`config.mk`:
```
export PLATFORM = sky130hd
export DESIGN_NAME = pulse_width_monitor
export DESIGN_NICKNAME = d
export VERILOG_FILES = /design/src/rtl/pulse_generator_pkg.sv /design/src/rtl/pulse_width_monitor_sat_counter.sv /design/src/rtl/pulse_width_monitor.sv
export SDC_FILE = /design/constraint.sdc
export NUM_CORES = 1
export LEC_CHECK = 0
export BUFFER_PORTS_ARGS = -buffer_cell sky130_fd_sc_hd__buf_4
export CORE_UTILIZATION = 51
export CTS_CLUSTER_SIZE = 12
export DETAILED_ROUTE_END_ITERATION = 10
export PLACE_DENSITY = 0.75
export SLEW_MARGIN = 0
export SYNTH_ARGS = -nofsm -noshare
export SYNTH_HDL_FRONTEND = slang
export SYNTH_SLANG_ARGS = --single-unit
export TNS_END_PERCENT = 100
```
`constraint.sdc`:
```
create_clock -name clk -period 1.8 [get_ports clk]
set_input_delay 0.18 -clock clk [delete_from_list [all_inputs] [get_ports clk]]
set_output_delay 0.18 -clock clk [all_outputs]
set_load 0.005 [all_outputs]
```
`src/rtl/pulse_generator_pkg.sv`:
```
// Shared constants and types for the pulse generator and its width monitor.
// pulse_width_c is the single source of the expected pulse width.
package pulse_generator_pkg;

    localparam int pulse_width_c = 4;
    localparam int pwm_cnt_w_c   = 16;

    typedef enum logic [1:0] {
        DISARMED,
        ARMED,
        HIGH
    } pwm_state_t;

endpackage

```
`src/rtl/pulse_width_monitor_sat_counter.sv`:
```
// Saturating up-counter with synchronous clear.
// clear together with inc loads 1, so the current sample is counted as well.
module pulse_sat_counter #(
    parameter int W = 16
) (
    input  logic         clk,
    input  logic         reset,
    input  logic         clear_i,
    input  logic         inc_i,
    output logic [W-1:0] count_o,
    output logic         sat_o
);

    localparam logic [W-1:0] MAX_C = '1;

    logic [W-1:0] count_q;
    logic [W-1:0] count_d;

    always_comb begin
        count_d = count_q;
        if (clear_i) begin
            count_d = inc_i ? W'(1) : '0;
        end else if (inc_i && (count_q != MAX_C)) begin
            count_d = count_q + W'(1);
        end
    end

    always_ff @(posedge clk or posedge reset) begin
        if (reset) begin
            count_q <= '0;
        end else begin
            count_q <= count_d;
        end
    end

    assign count_o = count_q;
    assign sat_o   = (count_q == MAX_C);

endmodule

```
`src/rtl/pulse_width_monitor.sv`:
```
// Measures the high width of each pulse_in pulse and reports it as a one-cycle strobe.
// Optional low-time (gap) reporting is built when PULSE_WIDTH_MONITOR_GAP_EN is defined.
module pulse_width_monitor
    import pulse_generator_pkg::*;
#(
    parameter int CNT_W            = pwm_cnt_w_c,
    parameter int EXPECTED_WIDTH_P = pulse_width_c,
    parameter int MIN_GAP_P        = 2
) (
    input  logic             clk,
    input  logic             reset,
    input  logic             enable,
    input  logic             pulse_in,
    output logic [CNT_W-1:0] width_value,
    output logic             width_valid,
    output logic             width_error,
    output logic             overflow,
    output logic [CNT_W-1:0] pulse_count
`ifdef PULSE_WIDTH_MONITOR_GAP_EN
    ,
    output logic [CNT_W-1:0] gap_value,
    output logic             gap_valid,
    output logic             gap_error
`endif
);

    localparam logic [CNT_W-1:0] CNT_MAX_C  = '1;
    localparam logic [CNT_W-1:0] EXPECTED_C = CNT_W'(EXPECTED_WIDTH_P);

    if (MIN_GAP_P < 0) begin : g_min_gap_check
        $error("MIN_GAP_P must be non-negative");
    end

    pwm_state_t       state_q;
    logic             pulse_in_q;
    logic             rise;
    logic             fall_report;
    logic             cnt_clear;
    logic             cnt_inc;
    logic [CNT_W-1:0] cnt;
    logic             cnt_sat;

    assign rise        = pulse_in & ~pulse_in_q;
    assign fall_report = (state_q == HIGH) && enable && !pulse_in;

    always_comb begin
        cnt_clear = 1'b0;
        cnt_inc   = 1'b0;
        case (state_q)
            ARMED: begin
                if (enable && rise) begin
                    cnt_clear = 1'b1;
                    cnt_inc   = 1'b1;
                end
            end
            HIGH: begin
                if (enable && pulse_in) begin
                    cnt_inc = 1'b1;
                end
            end
            default: ;
        endcase
    end

    pulse_sat_counter #(.W(CNT_W)) u_width_cnt (
        .clk     (clk),
        .reset   (reset),
        .clear_i (cnt_clear),
        .inc_i   (cnt_inc),
        .count_o (cnt),
        .sat_o   (cnt_sat)
    );

`ifdef PULSE_WIDTH_MONITOR_GAP_EN
    localparam logic [CNT_W-1:0] GAP_MIN_C = CNT_W'(MIN_GAP_P);

    logic             gap_active_q;
    logic             gap_inc;
    logic [CNT_W-1:0] gap_cnt;
    logic             gap_sat;

    // Low samples are counted only between a reported fall and the next rise.
    assign gap_inc = fall_report
                   | ((state_q == ARMED) && enable && !pulse_in && gap_active_q && !gap_sat);

    pulse_sat_counter #(.W(CNT_W)) u_gap_cnt (
        .clk     (clk),
        .reset   (reset),
        .clear_i (fall_report),
        .inc_i   (gap_inc),
        .count_o (gap_cnt),
        .sat_o   (gap_sat)
    );
`endif

    always_ff @(posedge clk or posedge reset) begin
        if (reset) begin
            state_q      <= DISARMED;
            pulse_in_q   <= 1'b0;
            width_value  <= '0;
            width_valid  <= 1'b0;
            width_error  <= 1'b0;
            overflow     <= 1'b0;
            pulse_count  <= '0;
`ifdef PULSE_WIDTH_MONITOR_GAP_EN
            gap_active_q <= 1'b0;
            gap_value    <= '0;
            gap_valid    <= 1'b0;
            gap_error    <= 1'b0;
`endif
        end else begin
            pulse_in_q  <= pulse_in;
            width_valid <= 1'b0;
`ifdef PULSE_WIDTH_MONITOR_GAP_EN
            gap_valid   <= 1'b0;
`endif
            case (state_q)
                DISARMED: begin
                    // A pulse already high at enable is skipped until it returns low.
                    if (enable && !pulse_in) begin
                        state_q <= ARMED;
                    end
                end
                ARMED: begin
                    if (!enable) begin
                        state_q <= DISARMED;
`ifdef PULSE_WIDTH_MONITOR_GAP_EN
                        gap_active_q <= 1'b0;
`endif
                    end else if (rise) begin
                        state_q <= HIGH;
`ifdef PULSE_WIDTH_MONITOR_GAP_EN
                        if (gap_active_q) begin
                            gap_value    <= gap_cnt;
                            gap_valid    <= 1'b1;
                            gap_error    <= (gap_cnt < GAP_MIN_C);
                            gap_active_q <= 1'b0;
                        end
`endif
                    end
                end
                HIGH: begin
                    if (!enable) begin
                        state_q <= DISARMED;
`ifdef PULSE_WIDTH_MONITOR_GAP_EN
                        gap_active_q <= 1'b0;
`endif
                    end else if (pulse_in) begin
                        if (!cnt_sat && (cnt == CNT_MAX_C - CNT_W'(1))) begin
                            overflow <= 1'b1;
                        end
                    end else begin
                        state_q     <= ARMED;
                        width_value <= cnt;
                        width_valid <= 1'b1;
                        width_error <= (cnt != EXPECTED_C) || cnt_sat;
                        pulse_count <= pulse_count + CNT_W'(1);
`ifdef PULSE_WIDTH_MONITOR_GAP_EN
                        gap_active_q <= 1'b1;
`endif
                    end
                end
                default: state_q <= DISARMED;
            endcase
        end
    end

endmodule

```
==> results by group <==
Yosys
  • Cells after synthesis: between 200 and 300
  • Synth area leader: dfrtp_1
  • Sequential share of the synthesized area: 0.498
  • Distinct cells, synth: 42
  • Commonest cells post-synth: nand2_1 (57), dfrtp_1 (54), a21oi_1 (16)
  • Most common cell in the synthesized netlist: nand2_1
  • Post-synth top area share: 0.498
  • Post-synth EDFFs: 0
  • Ys Warns: 0
  • Syn nets: 286
  • Yosys reg bits: 54
  • Post-synth ARST share: 1.00
  • Syn avg cell area: roughly 9.9 sq um
  • Main area contributors after synthesis: dfrtp_1 (50%), nand2_1 (7.9%), ha_1 (3.7%), xnor2_1 (3.5%), o31ai_1 (3.0%)
  • Synth Flop Type: dfrtp_1
  • Synthesized area: between 2000 and 3000 sq um

Detailed routing
  • Via/cell ratio: about 5.7
  • WL final: between 6000 and 7000 um
  • Initial DRC Count: 206
  • Final ANT Viol Nets: 0
  • Drt wl/cell: around 16 um
  • Drt first pass iters: 4
  • DR vias: 2,394
  • Residual DRC: 0

Finish
  • Fillers: 372
  • Cell area after layout: 3640 sq um
  • Share of cells above drive strength 1: 0.327
  • Ant diodes: 0
  • Final #Nets: 363
  • Synth-to-Final Area Change: 34.2%
  • Fin util: 0.714

Floorplan
  • Die H: 75.0 um
  • Die Span X: 75.0 um
  • # rows: 26
  • Starting Density: 0.532
  • Placeable core region: 5110 sq um
  • Die area: around 5600 sq um
  • I/O Pins: 39

Clocking
  • Worst-skew pair later-pin latency: 0.31 ns
  • Clk pin slew, worst setup/hold paths: 0.09 ns
  • Clock Root Buffer: clkbuf_8
  • CTS tree: built
  • Cts bufs inserted: 5
  • Clk sinks: 54
  • Clock buffer depth: 2
  • H-tree levels: 2

Global routing
  • Initial antenna violation count: 0
  • Total gr overflow: 0
  • Gr usage total: 0.233
  • Vias in the first global route: 2,041
  • Largest net degree at the start of global routing: 55
  • First-pass GRT wire length: 10,000 um

Timing
  • Final Slew Violations: 0
  • Actual slew at the worst max-slew pin: approximately 0.32 ns
  • Fmax: 532 MHz
  • Final hold violations: 0
  • Tmin final: 1.88 ns
  • Fin crit share: 1.04
  • Setup repair after global routing missed its margin: true
  • Skew final: 0.00808 ns
  • PnR worst setup slack: -0.0784 ns
  • Endpoints failing setup: 9
  • Max_slew headroom: 0.788

Placement
  • Dpl cell area: roughly 3300 sq um
  • Post-DP HPWL: 4280 um
  • IO Port Bufs: 38
  • Gpl congestion: 0.828
  • Place WS: -0.134 ns

Setup path
  • Crit Path Class: flip-flop to flip-flop
  • Critical Path RT: 2.03 ns
  • Largest fanout on the critical path: 5
  • CP endpoint kind: flip-flop
  • CP startpoint kind: flip-flop
  • Reg2Reg Setup Slack: -0.08 ns
  • Worst r2r src: state_q[0]
  • Number of cells on the worst reg-to-reg path: 6
  • Worst r2r dst: u_width_cnt.count_o[15]
  • Arrival @ worst endpoint: 2.11 ns

Run
  • Maxcap violations: 0

Worst hold path
  • WHS Endpoint: pulse_in_q
  • Hold depth: 1
  • Hold path start: pulse_in
  • Hold WC Path Type: input port to flip-flop

Power and ir drop
  • Peak supply drop: 0.468 mV
  • Power per cell area: 834 nW/um^2
  • Tot Pwr: 3.04 mW
  • Leak pwr: 1.72 nW

Outcome
  • Failing checks: setup timing
  • Status: complete, but fails checks
placed cells by master (no fill, tap or decap), types with 7 or more instances in the layout:
master   instances
inv_1            8
a21oi_1         12
nand4_1         11
nand2_1         57
nor2_1           9
dfrtp_1         54
buf_4           73
xnor2_1         11
o31ai_1          7
nand3_1         14
critical path, stage by stage, from the launching register on:
cell and delay (ns):
dfrtp_1 0.39, inv_2 0.08, ha_4 0.26, and3_4 0.20, o2111ai_4 0.16, or4_1 0.53, a21oi_1 0.18
through the flow:
stage	instances	hold slack [ns]	TNS [ns]
after CTS	416	0.0287	-0.338
final	422	0.0346	-0.369
after global placement	401	0.257	-0.225
after floorplan	274	0.211	0
after global routing	422	0.0341	-0.920
after detailed placement	401	0.264	-0.773
logic make-up (layout without fill, tap and decap cells):
logic type	Yosys count	count (layout)	synth area share
XOR/XNOR	15	15	0.0484
multiplexers	1	1	0.00415
AO/OA/AOI/OAI	46	47	0.117
buffers and inverters	21	98	0.0410
AND/OR/NAND/NOR	129	129	0.255
flip-flops	54	54	0.498
adder cells (fa/ha/maj)	8	8	0.0369
cell type report:
class / count / area (sq um) / share of cell area
multi-input combinational: 200 / 1400 / 0.383
sequential: 54 / 1350 / 0.371
tap: 70 / 87.6 / 0.0240
timing repair buffer: 80 / 661 / 0.181
clock buffer: 6 / 72.6 / 0.0199
clock inverter: 2 / 37.5 / 0.0103
inverter: 10 / 37.5 / 0.0103
sequential cells by signal, indices dropped and copies added, names as in the netlist:
name and count:
width_error 1, pulse_in_q 1, width_value 16, pulse_count 16, width_valid 1, u_width_cnt.count_o 16, overflow 1, state_q 2
power breakdown:
| group | internal, mW | leakage, nW | total (mW) | switching (mW) |
|---|---|---|---|---|
| combinational | 0.429 | 0.925 | 0.841 | 0.412 |
| sequential | 1.30 | 0.740 | 1.38 | 0.0789 |
| clock | 0.416 | 0.0514 | 0.823 | 0.407 |
layer usage:
| metal | vias to the layer above | global-route usage | wire (um) |
|---|---|---|---|
| met5 | - | 0 | 0 |
| met4 | 0 | 0.0629 | 82 |
| met3 | 10 | 0.0335 | 339 |
| met2 | 84 | 0.360 | 3160 |
| met1 | 1154 | 0.344 | 3010 |
| li1 | 1146 | - | - |
timing repair:
| item | 4_1_cts | 5_1_grt |
|---|---|---|
| pin swaps | 10 | 9 |
| setup buffers | 6 | 6 |
| resized for setup | 11 | 16 |
| hold buffers | 1 | 0 |
| setup endpoints to repair | 14 | 14 |
| hold endpoints to repair | 54 | 0 |
| cloned | 1 | 0 |
worst max path at each step:
stage,depth (start not counted),endpoint,from
5_1_grt,6,u_width_cnt.count_o[15],state_q[0]
3_5_place_dp,6,u_width_cnt.count_o[14],state_q[0]
3_3_place_gp,6,u_width_cnt.count_o[12],state_q[0]
6_report,6,u_width_cnt.count_o[15],state_q[0]
2_1_floorplan,7,u_width_cnt.count_o[4],state_q[1]
4_1_cts,7,u_width_cnt.count_o[12],state_q[0]
(Power assumes the default switching activity.)
